### config.mk
export PLATFORM = sky130hd
export DESIGN_NAME = pipe_adder_stream
export DESIGN_NICKNAME = d
export VERILOG_FILES = /design/src/rtl/pipe_adder_pkg.sv /design/src/rtl/adder_digit.sv /design/src/rtl/pipe_adder_stream.sv
export SDC_FILE = /design/constraint.sdc
export NUM_CORES = 1
export LEC_CHECK = 0
export CAP_MARGIN = 20
export CORE_UTILIZATION = 35
export DETAILED_ROUTE_END_ITERATION = 8
export GPL_TIMING_DRIVEN = 0
export SETUP_SLACK_MARGIN = 0.1
export SLEW_MARGIN = 10
export SYNTH_ARGS = -nofsm -noshare
export SYNTH_HDL_FRONTEND = slang
export SYNTH_HIERARCHICAL = 1
export SYNTH_SLANG_ARGS = --single-unit
### constraint.sdc
create_clock -name Clk -period 2.28 [get_ports Clk]
set_input_delay 0.228 -clock Clk [delete_from_list [all_inputs] [get_ports Clk]]
set_output_delay 0.228 -clock Clk [all_outputs]
set_load 0.005 [all_outputs]
### src/rtl/pipe_adder_pkg.sv
// Shared constants and helpers for the digit-serial pipelined adder/subtractor.
package pipe_adder_pkg;

    // Default operand width and number of bits resolved per pipeline stage
    localparam int DEFAULT_WIDTH = 8;
    localparam int DEFAULT_DIGIT = 2;

    // Number of adding stages needed to sweep the whole operand
    function automatic int calc_stages(input int width, input int digit);
        return width / digit;
    endfunction

    // True when the operand splits into whole digits
    function automatic bit width_fits(input int width, input int digit);
        return (digit > 0) && (width >= digit) && ((width % digit) == 0);
    endfunction

endpackage

### src/rtl/adder_digit.sv
// Combinational DIGIT-bit adder slice: one pipeline stage's worth of carry chain.
module adder_digit #(
    parameter int DIGIT = 2
) (
    input  logic [DIGIT-1:0] A,
    input  logic [DIGIT-1:0] B,
    input  logic             Ci,
    output logic [DIGIT-1:0] S,
    output logic             Co
);

    logic [DIGIT:0] total;

    // Widen by one bit so the carry out falls into the top position
    assign total = {1'b0, A} + {1'b0, B} + {{DIGIT{1'b0}}, Ci};
    assign S     = total[DIGIT-1:0];
    assign Co    = total[DIGIT];

endmodule

### src/rtl/pipe_adder_stream.sv
// Pipelined ripple-by-digit adder/subtractor with valid/ready flow control.
// Each stage adds one DIGIT-bit slice, so the critical path is one small add
// regardless of WIDTH. The whole pipe advances or holds together.
module pipe_adder_stream
    import pipe_adder_pkg::*;
#(
    parameter int WIDTH = DEFAULT_WIDTH,
    parameter int DIGIT = DEFAULT_DIGIT
) (
    input  logic             Clk,
    input  logic             Rst_n,
    input  logic             In_valid,
    output logic             In_ready,
    input  logic [WIDTH-1:0] X,
    input  logic [WIDTH-1:0] Y,
    input  logic             Cin,
    input  logic             Sub,
    output logic             Out_valid,
    input  logic             Out_ready,
    output logic [WIDTH-1:0] Sum,
    output logic             Cout,
    output logic             Ovf
);

    localparam int STAGES = calc_stages(WIDTH, DIGIT);

    if (!width_fits(WIDTH, DIGIT)) begin : g_bad_params
        $error("pipe_adder_stream: WIDTH must be a non-zero multiple of DIGIT");
    end

    logic             adv;
    logic             accept;
    logic [STAGES:0]  valid_q;
    logic [WIDTH-1:0] y_cond;
    logic             c0;
    logic [WIDTH-1:0] sum_q;
    logic             cout_q;
    logic             ovf_q;
    logic [WIDTH-1:0] last_sum;
    logic             last_co;
    logic             last_x_sign;
    logic             last_y_sign;

    // Whole pipe moves when the output slot is empty or being drained
    assign adv      = !valid_q[STAGES] || Out_ready;
    assign In_ready = Rst_n && adv;
    assign accept   = In_valid && In_ready;

    // Subtraction is X + ~Y + ~Cin, so borrow-in becomes an inverted carry-in
    assign y_cond = Sub ? ~Y : Y;
    assign c0     = Sub ? ~Cin : Cin;

    // Stage i holds the operands before digit i is added. The X word keeps
    // its unconsumed upper digits in place while finished sum digits replace
    // the consumed ones from the bottom up; Y' shrinks as digits are used, so
    // its top bit (the conditioned sign) survives to the last stage.
    for (genvar i = 0; i < STAGES; i++) begin : g_stage
        localparam int LO  = i * DIGIT;
        localparam int REM = WIDTH - LO;

        logic [WIDTH-1:0] acc;
        logic [REM-1:0]   y_rem;
        logic             carry;
        logic [DIGIT-1:0] dsum;
        logic             dco;
        logic [WIDTH-1:0] acc_next;

        adder_digit #(
            .DIGIT(DIGIT)
        ) u_digit (
            .A  (acc[LO +: DIGIT]),
            .B  (y_rem[DIGIT-1:0]),
            .Ci (carry),
            .S  (dsum),
            .Co (dco)
        );

        // Splice this stage's sum digit over the X digit it consumed
        always_comb begin
            acc_next           = acc;
            acc_next[LO +: DIGIT] = dsum;
        end

        if (i == 0) begin : g_first
            // Capture conditioned operands; contents of an empty slot are don't-care
            always_ff @(posedge Clk) begin
                if (adv) begin
                    acc   <= X;
                    y_rem <= y_cond;
                    carry <= c0;
                end
            end
        end else begin : g_next
            // Take the previous stage's partial result and remaining Y' digits
            always_ff @(posedge Clk) begin
                if (adv) begin
                    acc   <= g_stage[i-1].acc_next;
                    y_rem <= g_stage[i-1].y_rem[REM+DIGIT-1:DIGIT];
                    carry <= g_stage[i-1].dco;
                end
            end
        end
    end

    assign last_sum    = g_stage[STAGES-1].acc_next;
    assign last_co     = g_stage[STAGES-1].dco;
    assign last_x_sign = g_stage[STAGES-1].acc[WIDTH-1];
    assign last_y_sign = g_stage[STAGES-1].y_rem[DIGIT-1];

    // Valid shift vector and output register; outputs only change on a real beat
    // so they read zero from reset until the first result arrives
    always_ff @(posedge Clk) begin
        if (!Rst_n) begin
            valid_q <= '0;
            sum_q   <= '0;
            cout_q  <= 1'b0;
            ovf_q   <= 1'b0;
        end else if (adv) begin
            valid_q <= {valid_q[STAGES-1:0], accept};
            if (valid_q[STAGES-1]) begin
                sum_q  <= last_sum;
                cout_q <= last_co;
                ovf_q  <= (last_x_sign == last_y_sign) && (last_sum[WIDTH-1] != last_x_sign);
            end
        end
    end

    assign Out_valid = valid_q[STAGES];
    assign Sum       = sum_q;
    assign Cout      = cout_q;
    assign Ovf       = ovf_q;

endmodule

Word-level counts from Yosys, hierarchy flattened
Cells that the tools add are included.
{ "word_totals": {"reg_bits": 71, "input_bits": 22, "out_inout_bits": 12, "elab_cells": 36} }
{ "op_classes": {"n_addsub": 8, "eq_ne": 2, "n_mux": 2, "n_bitwise": 2, "n_reduce_logical": 6} }
{ "ops": {"columns": ["operator", "n"], "rows": [
  ["adder 2 x 2 -> 3 bit", 4],
  ["adder 3 x 1 -> 3 bit", 4],
  ["two-way mux 8 bit", 1],
  ["NOT 8 bit", 1],
  ["logical AND 1 bit", 3],
  ["AND reduction 2 bit", 1],
  ["== test 1 bit", 1],
  ["zero test 1 bit", 1],
  ["logical OR 1 bit", 1],
  ["two-way mux 1 bit", 1],
  ["inequality test 1 bit", 1],
  ["NOT 1 bit", 1]
]} }

Longest topological paths before layout
Gate-level depths: netlist of run 1.
{ "logic_depth": {"ltp_word": 4, "ltp_mapped": 7, "mapped_depth_nobuf": 7} }

Cells and area by module
The synthesis of run 1 kept the hierarchy.
{ "by_module_without_submodules": {"columns": ["module", "n_inst", "cells_per_inst", "area_each_um2", "seq_area_each_um2"], "rows": [
  ["pipe_adder_stream", 1, 136, 2346.0, 1981.9],
  ["adder_digit", 4, 10, 70.1, 0.0]
]} }

Worst setup path before layout of run 1
No wires, ideal clock.
{ "synth_path": {"kind": "reg2reg", "start": "reg g_stage[3].acc[6]", "end": "reg ovf_q, in the netlist Ovf", "setup_time_ns": 0.130, "arrival_ns": 1.855, "required_time_ns": 2.150, "path_slack_ns": 0.295, "stages_incl_launch_ff": 8, "path_cell_list": "edfxtp_1 > inv_1 > fa_1 > fa_1 > inv_1 > and3b_1 > a2111oi_1 > nor3_1"} }
{ "synth_via": {"elab_chain_cells": 4} }
{ "synth_rtl": {"columns": ["item", "line_no", "text"], "rows": [
  ["start: declaration", "pipe_adder_stream.sv:61", "logic [WIDTH-1:0] acc;"],
  ["start signal: assignment", "pipe_adder_stream.sv:97", "acc <= g_stage[i-1].acc_next;"],
  ["adder 2 x 2 -> 3 bit", "adder_digit.sv:15", "assign total = {1'b0, A} + {1'b0, B} + {{DIGIT{1'b0}}, Ci};"],
  ["adder 3 x 1 -> 3 bit", "adder_digit.sv:15", null],
  ["net g_stage[3].dsum[1]", "pipe_adder_stream.sv:64", "logic [DIGIT-1:0] dsum;"],
  ["inequality test 1 bit", "pipe_adder_stream.sv:123", "ovf_q <= (last_x_sign == last_y_sign) && (last_sum[WIDTH-1] != last_x_sign);"],
  ["logical AND 1 bit", "pipe_adder_stream.sv:123", null],
  ["end signal: assignment", "pipe_adder_stream.sv:123", null],
  ["end: declaration", "pipe_adder_stream.sv:38", "logic ovf_q;"]
]} }
The timed path passes the listed nets, and every way through them passes these cells.
A chain may end at the register's enable or synchronous reset.

Final worst setup path of run 1
Ends and elaborated chain as after synthesis.

==> results of run 1 <==
==> layout make-up <==
class                      count  area share [%]
sequential                    71            59.7
multi-input combinational     64            14.6
clock inverter                 7            3.65
timing repair buffer          32            9.65
clock buffer                   9            3.73
tap                           99            3.73
inverter                      35            3.96
buffer                         6            1.02
==> cells in the mapped netlist <==
master	n	area (µm²)
xor2_1	9	78.8
nand2_1	8	30.0
dfxtp_1	15	300
fa_1	8	160
o21ai_0	9	45.0
inv_1	34	128
nor2_1	2	7.51
clkbuf_1	1	3.75
a2111oi_1	1	10.0
nor2b_4	1	13.8
nand3_1	9	45.0
inv_2	1	3.75
buf_2	3	15.0
and3b_1	1	8.76
edfxtp_1	56	1680
nor3_1	1	5.00
a21oi_1	15	75.1
buf_4	2	15.0
==> registers in the layout (all words and copies together) (netlist names) <==
name,count
g_stage.y_rem,20
Sum,8
g_stage.acc,32
g_stage.carry,4
Ovf,1
valid_q,5
Cout,1
==> cell families (layout without fill, tap and decap cells) <==
group / Yosys count / in the layout / synth area share [%]
buffers and inverters: 41 / 89 / 6.29
xor gates and xnor gates: 9 / 9 / 3.00
DFF: 71 / 71 / 75.5
adders and majority gates: 8 / 8 / 6.10
and+or+nand+nor: 22 / 22 / 4.19
AOI/OAI and AO/OA: 25 / 25 / 4.95
==> per-layer routing <==
layer	share of wire (%)	up-vias
li1	-	675
met1	45	612
met2	49	35
met3	4.6	6
met4	1.4	0
met5	0	-
==> per-stage QoR <==
stage	utilization, %	total power, mW	instance area, µm²	hold WS [ns]
2_1_floorplan	-	1.72	2630	0.327
3_3_place_gp	42.3	1.79	3070	0.400
3_5_place_dp	42.3	1.80	3070	0.405
4_1_cts	45.7	3.01	3320	0.340
5_1_grt	45.8	3.13	3320	0.351
6_report	45.8	2.97	3320	0.349
==> worst max-delay path, delay by kind of cell, from the launching register on <==
| family | cells | cell delay [ns] |
|---|---|---|
| AND/OR/NAND/NOR | 2 | 0.27 |
| adder cells (fa/ha/maj) | 2 | 0.93 |
| buffers and inverters | 2 | 0.14 |
| flip-flops | 1 | 0.32 |
| AO/OA/AOI/OAI | 1 | 0.34 |
==> power by group through the flow <==
stage,sequential [mW],clock [mW],combinational [mW]
after floorplan,1.62,0,0.103
after global placement,1.62,0,0.166
after detailed placement,1.63,0,0.175
after CTS,1.60,1.23,0.177
after global routing,1.62,1.30,0.210
final,1.60,1.20,0.178
==> what timing repair did <==
action | in CTS | in global routing
gates resized for setup | 0 | 2
setup endpoints to repair | 0 | 1
buffers inserted | 0 | 0
==> cell usage in the layout (no fill, tap or decap), drive strengths merged, types with 3 or more instances in the layout <==
master,count
edfxtp,56
inv,35
clkdlybuf4s50,32
dfxtp,15
a21oi,15
clkbuf,10
xor2,9
nand3,9
o21ai,9
nand2,8
fa,8
buf,5
clkinv,4
bufinv,3
==> path summary, 6_finish.rpt <==
check | start | slack [ns] | end | cells past startpoint
max | g_stage[3].acc[6]$_DFFE_PN_ | 0.16 | Ovf$_SDFFE_PN0P_ | 7
min | Sub | 0.35 | g_stage[0].y_rem[5]$_DFFE_PN_ | 2
max reg2reg | g_stage[3].acc[6]$_DFFE_PN_ | 0.16 | Ovf$_SDFFE_PN0P_ | 7
min reg2reg | g_stage[2].acc[7]$_DFFE_PN_ | 0.42 | g_stage[3].acc[7]$_DFFE_PN_ | 0
==> flow_summary.yaml, run 1 <==
layout:
  layout-drive-gt1-share_pct: 11.2
  seqCellArea_um2: 1980
  syn2layout_area_growth_pct: 26.4
  nFillCells: 670
  antenna_cells: 0
  fin_nets: 249
  multi_input_area_um2: 484
  final_cells: 323
floorplanning:
  core-area_um2: 7250
  dieWidth_um: 88.6
  initial_core_util_pct: 36.2
  num_rows: 31
  die_h_um: 88.6
  die-area_um2: 7850
  ios: 34
worst_setup_path:
  critPathRequiredTime_ns: 2.49
  end_kind: "register"
  critPathLaunchType: "register"
  path_max_fanout: 3
  slowest_delay_ns: 0.47
  critical_path_arrival_ns: 2.34
  crit_chain: "inv_1 > fa_1 > fa_1 > inv_2 > and3b_1 > a2111oi_2 > nor3_1"
  cp_slowest_cell: "fa_1"
  critical_path_class: "reg2reg"
  cpMostUsedCell: "fa_1"
placement:
  pre_cts_ws_ns: 0.183
  numPortBuffers: 32
  dp_cells: 307
  dp_hpwl_um: 1980
  gp_congestion: 0.751
clock_network:
  hold_buffers: 0
  cts_buffer_depth: 2
  cts_buffers: 9
  insertion_delay_ns: 0.33
  cts_sinks: 71
  htree_levels: 3
  root_buffer: "clkbuf_8"
  cts_tree: "yes"
  clk_pin_slew_ns: 0.08
timing:
  hold_viol: 0
  tns_ns: 0
  finalMaxSlewViolations: 0
  fin_ws_ns: 0.158
  setup_viol: 0
  slew-limit-headroom_pct: 49.5
  fmax_mhz: 471
  rsz0062_at_grt: "false"
  period_share_pct: 93.1
  skew_ns: 0.00699
  worstMarginPinSlew_ns: 0.757
  post-route-min-period_ns: 2.12
synthesis:
  ys_ff_latch: 71
  synth_nets: 206
  syn_avg_cell_area_um2: 14.9
  ys_warn_count: 6
  seq_area_frac_synth_pct: 75.5
  synth_area_um2: 2630
  synth.distinct_cells: 18
  synthCells: 176
power:
  p_seq_share_pct: 53.7
  p_leak_nw: 1.30
  ir_drop_uv: 321
  p_int_mw: 2.38
  p_sw_mw: 0.589
  power_density_nw_per_um2: 895
  swShare_pct: 19.8
  power_frac_comb_pct: 6.0
  power_frac_clock_pct: 40.3
routing:
  drc: 0
  drtIter0Drc: 52
  drtAntennaViolNets: 0
  vias: 1328
  first_pass_iters: 4
  via_per_inst: 4.11
  postRouteWirelength_um: 3260
  routedWlPerCell_um: 10.1
job:
  drv_cap: 0
global_routing:
  antenna_found_initial: 0
  grt-busiest-layer: "met2"
  grt_pass1_vias: 1371
  grt_pass1_wl_um: 5850
  grt_util_met2_pct: 16.4
  track_usage_pct: 10.3
  use_met1_pct: 11.8
  grt_start_max_net_pins: 66
  met3_usage_pct: 3.73
  overflow: 0
worst_hold_path:
  hold_path.class: "in2reg"
run_status:
  status: "finished, final reports clean"
Note: power is estimated with default switching activity, not from simulation.
==> inputs of run 2 (changes only) <==
--- a/config.mk
+++ b/config.mk
@@ -9,6 +9,7 @@
 export CORE_UTILIZATION = 35
 export DETAILED_ROUTE_END_ITERATION = 8
 export GPL_TIMING_DRIVEN = 0
+export PLACE_DENSITY = 0.62
 export SETUP_SLACK_MARGIN = 0.1
 export SLEW_MARGIN = 10
 export SYNTH_ARGS = -nofsm -noshare
==> flow_summary.yaml, run 2 (synthesized netlist as in run 1, its figures left out) <==
timing:
  setup_viol: 0
  timing.hold.ws_ns: 0.336
  fin_ws_ns: 0.280
  worstMarginPinSlew_ns: 0.754
  period_share_pct: 87.7
  post-route-min-period_ns: 2.00
  hold_viol: 0
  slew-limit-headroom_pct: 49.8
  rsz0062_at_grt: "false"
  tns_ns: 0
  fmax_mhz: 500
  finalMaxSlewViolations: 0
  skew_ns: 0.00619
layout:
  nFillCells: 659
  fin_nets: 249
  final_common_cell: "edfxtp_1"
  largest_register: "g_stage.acc"
  antenna_cells: 0
  largest_reg_flops: 32
  syn2layout_area_growth_pct: 24.2
  mostFrequentLayoutCells: "edfxtp_1 (56), inv_1 (34), clkdlybuf4s50_1 (32)"
  layout-drive-gt1-share_pct: 10.3
global_routing:
  grt_pass1_vias: 1327
  antenna_found_initial: 0
  grt_pass1_wl_um: 5540
  track_usage_pct: 9.80
  overflow: 0
  grt_start_max_net_pins: 66
worst_setup_path:
  r2r-start: "g_stage[3].acc[6]$_DFFE_PN_"
  critPathLaunchType: "register"
  critical_path_buf_inv_count: 2
  crit_chain: "inv_1 > fa_1 > fa_1 > inv_1 > and3b_1 > a2111oi_2 > nor3_1"
  crit_family: "adder cells"
  critical_path_class: "reg2reg"
  critPathRequiredTime_ns: 2.50
  slowest_delay_ns: 0.46
  end_kind: "register"
  cp_slowest_cell: "fa_1"
  critical_path_arrival_ns: 2.22
  cp-startpoint: "g_stage[3].acc[6]$_DFFE_PN_"
  path_max_fanout: 3
placement:
  dp_hpwl_um: 1970
  gp_congestion: 0.755
  pre_cts_ws_ns: 0.137
  numPortBuffers: 32
clock_network:
  cts_buffer_depth: 2
  insertion_delay_ns: 0.33
  post_cts_buffers: 0
  cts.repair.resized: 0
  root_buffer: "clkbuf_8"
  htree_levels: 3
  cts_buffers: 9
  hold_buffers: 0
  cts_tree: "yes"
  clk_pin_slew_ns: 0.07
  cts_sinks: 71
routing:
  drtAntennaViolNets: 0
  first_pass_iters: 4
  routedWlPerCell_um: 9.82
  via_per_inst: 4.20
  drtIter0Drc: 49
  postRouteWirelength_um: 3160
  drc: 0
  vias: 1351
power:
  ir_drop_uv: 457
  power_density_nw_per_um2: 827
  p_leak_nw: 1.27
floorplanning:
  num_rows: 31
  initial_core_util_pct: 36.2
  ios: 34
  dieWidth_um: 88.6
  die-area_um2: 7850
  core-area_um2: 7250
  die_h_um: 88.6
worst_hold_path:
  hold_path.class: "in2reg"
  min_from: "Sub"
job:
  drv_cap: 0
run_status:
  status: "finished, final reports clean"
[run 2: cell type report]
cell class                 count  area [µm²]  share of cell area, %
buffer                         6        33.8                   1.04
clock buffer                   9         124                   3.80
clock inverter                 6        62.6                   1.92
inverter                      35         131                   4.03
multi-input combinational     64         484                   14.8
sequential                    71        1980                   60.8
tap                           99         124                   3.80
timing repair buffer          32         320                   9.82
[run 2: worst paths after layout]
kind / slack [ns] / end / depth (start not counted)
hold / removal: 0.34 / g_stage[0].y_rem[5]$_DFFE_PN_ / 2
setup / recovery: 0.28 / Ovf$_SDFFE_PN0P_ / 7
setup reg to reg: 0.28 / Ovf$_SDFFE_PN0P_ / 7
hold reg to reg: 0.42 / g_stage[2].acc[0]$_DFFE_PN_ / 0
[run 2: routing by layer]
metal	wire [µm]	GRT usage, %	up-vias	share of wire [%]
li1	-	-	670	-
met1	1320	10.3	624	42
met2	1540	15.9	50	49
met3	244	5.97	7	7.7
met4	50	3.96	0	1.6
met5	0	0	-	0
[run 2: metrics by stage]
step / cells / cell area [µm²] / total power, mW / utilization, %
after detailed placement: 307 / 3070 / 1.80 / 42.3
after global routing: 322 / 3260 / 2.83 / 45.0
after floorplan: 176 / 2630 / 1.72 / -
final: 322 / 3260 / 2.70 / 45.0
after global placement: 307 / 3070 / 1.79 / 42.3
after CTS: 322 / 3260 / 2.74 / 44.9
[run 2: where the power goes]
part	switching (mW)	internal (mW)	total [mW]
Sequential	0.0350	1.56	1.60
Clock	0.433	0.494	0.927
Combinational	0.0845	0.0885	0.173
